==> src/rtl/uart_pkg.sv <==
// Shared definitions for the UART receive path.
// FSM state encoding and oversampling constants.
package uart_pkg;

  typedef enum logic [2:0] {
    ST_IDLE  = 3'd0,
    ST_START = 3'd1,
    ST_DATA  = 3'd2,
    ST_STOP  = 3'd3,
    ST_BREAK = 3'd4
  } rx_state_t;

  localparam int OVERSAMPLE = 16;
  localparam int DATA_BITS  = 8;

  localparam logic [3:0] MID_SAMPLE  = 4'd7;
  localparam logic [3:0] LAST_SAMPLE = 4'd15;

endpackage

==> src/rtl/uart_rx_decoder_fifo.sv <==
// rx_fifo: circular receive buffer with count, empty, full and sticky overrun.
// Ports: CLK, rst, push/push_data in, rd pop, err_clr, data_out/count/empty/full/overrun out.
module rx_fifo #(
  parameter int DEPTH = 16
) (
  input  logic                     CLK,
  input  logic                     rst,
  input  logic                     push,
  input  logic [7:0]               push_data,
  input  logic                     rd,
  input  logic                     err_clr,
  output logic [7:0]               data_out,
  output logic [$clog2(DEPTH):0]   count,
  output logic                     empty,
  output logic                     full,
  output logic                     overrun
);

  localparam int PW = $clog2(DEPTH);

  logic [7:0]    mem [DEPTH];
  logic [PW-1:0] wr_ptr;
  logic [PW-1:0] rd_ptr;
  logic          pop;
  logic          wr;
  logic          drop;

  assign empty = (count == '0);
  assign full  = (count == (PW+1)'(DEPTH));

  assign pop  = rd & ~empty;
  // A pop in the same cycle frees the slot, so a full buffer still accepts.
  assign wr   = push & (~full | pop);
  assign drop = push & full & ~pop;

  assign data_out = empty ? 8'h00 : mem[rd_ptr];

  always_ff @(posedge CLK or posedge rst) begin
    if (rst) begin
      for (int i = 0; i < DEPTH; i++) begin
        mem[i] <= 8'h00;
      end
      wr_ptr  <= '0;
      rd_ptr  <= '0;
      count   <= '0;
      overrun <= 1'b0;
    end else begin
      if (wr) begin
        mem[wr_ptr] <= push_data;
        wr_ptr      <= wr_ptr + 1'b1;
      end
      if (pop) begin
        rd_ptr <= rd_ptr + 1'b1;
      end
      if (wr && !pop) begin
        count <= count + 1'b1;
      end else if (pop && !wr) begin
        count <= count - 1'b1;
      end
      if (drop) begin
        overrun <= 1'b1;
      end else if (err_clr) begin
        overrun <= 1'b0;
      end
    end
  end

endmodule

==> src/rtl/uart_rx_decoder.sv <==
// uart_rx_decoder: 16x oversampled 8N1 receiver feeding a receive FIFO.
// Ports: CLK, rst, rx, rd, err_clr in; data_out, buffer_*, frame_err, overrun, rx_busy out.
module uart_rx_decoder
  import uart_pkg::*;
#(
  parameter int BAUD_DIV = 54,
  parameter int DEPTH    = 16
) (
  input  logic                     CLK,
  input  logic                     rst,
  input  logic                     rx,
  input  logic                     rd,
  input  logic                     err_clr,
  output logic [7:0]               data_out,
  output logic [$clog2(DEPTH):0]   buffer_count,
  output logic                     buffer_empty,
  output logic                     buffer_full,
  output logic                     frame_err,
  output logic                     overrun,
  output logic                     rx_busy
);

  localparam int TW = $clog2(BAUD_DIV);

  rx_state_t     state;
  logic [1:0]    sync;
  logic          rx_s;
  logic [TW-1:0] tick_cnt;
  logic          tick;
  logic [3:0]    samp_cnt;
  logic [2:0]    bit_idx;
  logic [7:0]    shift;
  logic          push_stb;

  always_ff @(posedge CLK or posedge rst) begin
    if (rst) begin
      sync <= 2'b11;
    end else begin
      sync <= {sync[0], rx};
    end
  end

  assign rx_s = sync[1];

  // Held in IDLE so the sampling phase starts at the start edge.
  assign tick = (state != ST_IDLE) &&
                (tick_cnt == TW'(BAUD_DIV - 1));

  always_ff @(posedge CLK or posedge rst) begin
    if (rst) begin
      tick_cnt <= '0;
    end else if (state == ST_IDLE || tick) begin
      tick_cnt <= '0;
    end else begin
      tick_cnt <= tick_cnt + 1'b1;
    end
  end

  always_ff @(posedge CLK or posedge rst) begin
    if (rst) begin
      state     <= ST_IDLE;
      samp_cnt  <= '0;
      bit_idx   <= '0;
      shift     <= '0;
      push_stb  <= 1'b0;
      frame_err <= 1'b0;
    end else begin
      push_stb <= 1'b0;
      if (err_clr) begin
        frame_err <= 1'b0;
      end
      if (tick) begin
        samp_cnt <= samp_cnt + 1'b1;
      end
      unique case (state)
        ST_IDLE: begin
          if (!rx_s) begin
            state    <= ST_START;
            samp_cnt <= '0;
          end
        end
        ST_START: begin
          if (tick && samp_cnt == MID_SAMPLE) begin
            if (!rx_s) begin
              state    <= ST_DATA;
              samp_cnt <= '0;
              bit_idx  <= '0;
            end else begin
              state <= ST_IDLE;
            end
          end
        end
        ST_DATA: begin
          if (tick && samp_cnt == LAST_SAMPLE) begin
            shift   <= {rx_s, shift[7:1]};
            bit_idx <= bit_idx + 1'b1;
            if (bit_idx == 3'(DATA_BITS - 1)) begin
              state <= ST_STOP;
            end
          end
        end
        ST_STOP: begin
          if (tick && samp_cnt == LAST_SAMPLE) begin
            if (rx_s) begin
              push_stb <= 1'b1;
              state    <= ST_IDLE;
            end else begin
              frame_err <= 1'b1;
              state     <= ST_BREAK;
            end
          end
        end
        ST_BREAK: begin
          if (rx_s) begin
            state <= ST_IDLE;
          end
        end
        default: begin
          state <= ST_IDLE;
        end
      endcase
    end
  end

  assign rx_busy = (state != ST_IDLE);

  rx_fifo #(
    .DEPTH(DEPTH)
  ) u_fifo (
    .CLK       (CLK),
    .rst       (rst),
    .push      (push_stb),
    .push_data (shift),
    .rd        (rd),
    .err_clr   (err_clr),
    .data_out  (data_out),
    .count     (buffer_count),
    .empty     (buffer_empty),
    .full      (buffer_full),
    .overrun   (overrun)
  );

endmodule

==> config.mk <==
export PLATFORM = sky130hd
export DESIGN_NAME = uart_rx_decoder
export DESIGN_NICKNAME = d
export VERILOG_FILES = /design/src/rtl/uart_pkg.sv /design/src/rtl/uart_rx_decoder_fifo.sv /design/src/rtl/uart_rx_decoder.sv
export SDC_FILE = /design/constraint.sdc
export NUM_CORES = 1
export LEC_CHECK = 0
export CAP_MARGIN = 20
export CORE_MARGIN = 2
export CORE_UTILIZATION = 45
export CTS_BUF_LIST = sky130_fd_sc_hd__clkbuf_4
export CTS_CLUSTER_SIZE = 10
export DETAILED_ROUTE_END_ITERATION = 16
export SYNTH_ARGS = -nofsm -noshare
export SYNTH_HDL_FRONTEND = slang
export SYNTH_SLANG_ARGS = --single-unit
==> constraint.sdc <==
create_clock -name CLK -period 6.7 [get_ports CLK]
set_input_delay 1.675 -clock CLK [delete_from_list [all_inputs] [get_ports CLK]]
set_output_delay 1.675 -clock CLK [all_outputs]
set_load 0.05 [all_outputs]
==> run metrics <==
relative slew slack=36.3%; Main synth FF type=dfrtp_1; worst hold slack=0.350 ns; initial antenna violation count=0; Initial Util=45.5%; GP Congestion=0.773; commonest non-fill, non-tap cell in the layout=dfrtp_1; # hold bufs at CTS=0; placed insts=about 780; Startpoint Class=flip-flop; port bufs=22; min Tclk post-route=between 5 and 6 ns; std cell rows=between 40 and 50; Combinational Power Share=between 20% and 30%; residual DRC count=0; Total Power=2.44 mW; Layout Nets=588; NetSw=818 uW; RSZ-0062 raised after global routing=false; Final HPWL DP=10,800 um; syn_nets=about 570; PwrDens=between 200 and 300 mW/mm2; most used cell, CP=a211oi_1; CP Launch Point=u_fifo.rd_ptr[1]$_DFFE_PP0P_; CP required=5.03 ns; max incr delay on CP=0.75 ns; area occupied by multi-input gates=0.00364 mm2; synthesized area per cell=between 10 and 15 um2; first-pass GRT wire length=around 27,000 um; fillers=around 1,500; period utilization=between 70% and 80%; max-cap violations=0; critical path capture point=data_out[6]; diode count=0; Ports=23; Crit. End Element=output pin; vias in the first global route=4,951; Clk Tree Root Cell=clkbuf_4; P_leak=4.02 nW; 1st-pass router iterations=4; Max Slew Vio Count=0; layout cells sized above 1=between 30% and 40%; fin util=49.7%; most frequent cells in the layout=167 x dfrtp_1, 141 x mux2_2, 32 x mux4_2, 22 x clkbuf_4, 22 x clkdlybuf4s50_1; H-tree depth=4; filler-free cell count of the finished design=810; Area Growth Syn to Fin=9.07%; Fmax=0.198 GHz; sequential cell area=0.00426 mm2; Total GRT Usage=18.2%; maximum VDD drop=160 uV; Reg2Reg Depth=11; sequential share of power=between 40% and 50%; slowest stage cell, crit path=clkdlybuf4s50_1; largest net degree at the start of global routing=74; Yosys warning total=0; CP Cell Sequence=buf_12, mux4_2, nor2b_1, a211oi_1, a211oi_1, clkdlybuf4s50_1; die footprint=0.0191 mm2; dpl ws=1.95 ns; vias per cell=5.63; post-CTS setup buffer count=0; Setup WS post-layout=1.65 ns; switch share=~34%; Die H=138 um; Post-synth EDFFs=0; Worst Path Arrival=3.38 ns; Die X=roughly 140 um; hold crit path type=reg2reg; total gr overflow=0; Reg2Reg Setup Slack=3.09 ns; Fin. Hold Viols=0; CTS Buffer Depth=2; clk_skew=a little over 0.02 ns; post-synthesis sequential area ratio=a little over half; via count=4,564; CTS tree=yes; P_int=1.62 mW; clock slew at reported path FFs=0.13 ns; reg2reg start=u_fifo.count[0]$_DFFE_PP0P_; Synth Register Bits=170; post-place instance area=~0.0085 mm2; final WL=around 16,000 um; setup_tns=0 ns; # resized after CTS=0; Final setup viols=0; synthesized instance count=554; Reg-to-Reg End=u_fifo.count[4]$_DFFE_PP0P_; mapped cell area=between 0.008 and 0.009 mm2; Antenna Nets Post-Route=0; post-synth cell types=46; asr flop ratio synth=100%; Final Instance Area=0.00883 mm2; worst-margin pin slew=0.956 ns; Clk pwr share=26.6%; CP Max Fanout=19; routed len/inst=about 20 um; outcome=complete, no violations; Setup Crit Path Kind=reg2out; Clock Latency Late Sink=0.54 ns; Initial DRC Count=229; clock sink count=170; CORE AREA=0.0178 mm2; total CTS buffers=17
==> state kept, by name, summed over array words and instances (netlist names) <==
signal and cells:
bit_idx 3, frame_err 1, push_stb 1, samp_cnt 4
shift 8, state 3, sync 2, tick_cnt 6
u_fifo.count 5, u_fifo.mem 128, u_fifo.overrun 1, u_fifo.rd_ptr 4
u_fifo.wr_ptr 4
==> final cells by class <==
cell class | instances | area share, %
Clock inverter | 10 | 1.71
Inverter | 11 | 0.524
Multi-Input combinational cell | 340 | 41.3
Clock buffer | 22 | 1.87
Tap cell | 229 | 3.25
Sequential cell | 170 | 48.2
Timing Repair Buffer | 28 | 3.15
==> Yosys cell counts, types with 2 or more instances <==
cell	n	share of area, %
a2111oi_0	2	0.22
a211oi_1	18	1.7
a21o_1	3	0.28
a21oi_1	6	0.37
a22o_1	4	0.43
a31oi_1	2	0.15
and3_1	3	0.23
buf_1	5	0.23
buf_2	11	0.68
buf_6	2	0.28
clkbuf_1	15	0.70
dfrtp_1	168	52
dfstp_2	2	0.65
ha_1	14	2.2
inv_1	11	0.51
mux2_2	141	20
mux2i_1	8	0.99
mux4_2	32	8.9
nand2_1	12	0.56
nand2b_1	2	0.15
nand3_1	8	0.49
nand4b_1	2	0.22
nor2_1	19	0.88
nor2b_1	9	0.70
nor3_1	4	0.25
nor3_2	8	0.99
nor3_4	5	1.0
nor4_4	5	1.3
o21ai_0	3	0.19
o21ai_1	2	0.12
xnor2_1	7	0.76
xor2_1	7	0.76
==> metal layers <==
metal / part of all wire (%) / GRT usage, %
met2: 49 / 29.9
met5: 0 / 0
met3: 2.9 / 4.43
met4: 1.1 / 3.87
met1: 47 / 24.8
==> worst min path at each step <==
stage                           start                 to  slack, ns  cells after the start
CTS                 sync[0]$_DFF_PP1_  sync[1]$_DFF_PP1_       0.36                      0
floorplan           sync[0]$_DFF_PP1_  sync[1]$_DFF_PP1_       0.35                      0
global route        sync[0]$_DFF_PP1_  sync[1]$_DFF_PP1_       0.37                      0
finish              sync[0]$_DFF_PP1_  sync[1]$_DFF_PP1_       0.35                      0
global placement    sync[0]$_DFF_PP1_  sync[1]$_DFF_PP1_       0.35                      0
detailed placement  sync[0]$_DFF_PP1_  sync[1]$_DFF_PP1_       0.35                      0
==> critical path: cells and delay by family, from the launching register on <==
kind                   cells  cell delay (ns)
buffers and inverters      2             1.01
flip-flops                 1             0.72
multiplexers               1             0.51
AO/OA/AOI/OAI              2             0.44
AND/OR/NAND/NOR            1             0.14
==> power by group through the flow <==
stage | clock network, mW | logic [mW] | registers, mW
final | 0.649 | 0.626 | 1.16
after global routing | 0.718 | 0.669 | 1.17
after CTS | 0.673 | 0.592 | 1.20
after detailed placement | 0 | 0.592 | 1.22
after global placement | 0 | 0.579 | 1.22
after floorplan | 0 | 0.476 | 1.15
==> logic make-up (layout without fill, tap and decap cells) <==
group / count (synthesis) / count (layout) / synth area share [%]
adders and majority gates: 15 / 15 / 2.41
DFF: 170 / 170 / 52.6
buffers and inverters: 44 / 71 / 2.40
xor gates and xnor gates: 14 / 14 / 1.51
and+or+nand+nor: 87 / 87 / 7.81
muxes: 181 / 181 / 29.5
AOI/OAI and AO/OA: 43 / 43 / 3.77
Power figures use the tool's default switching activity.
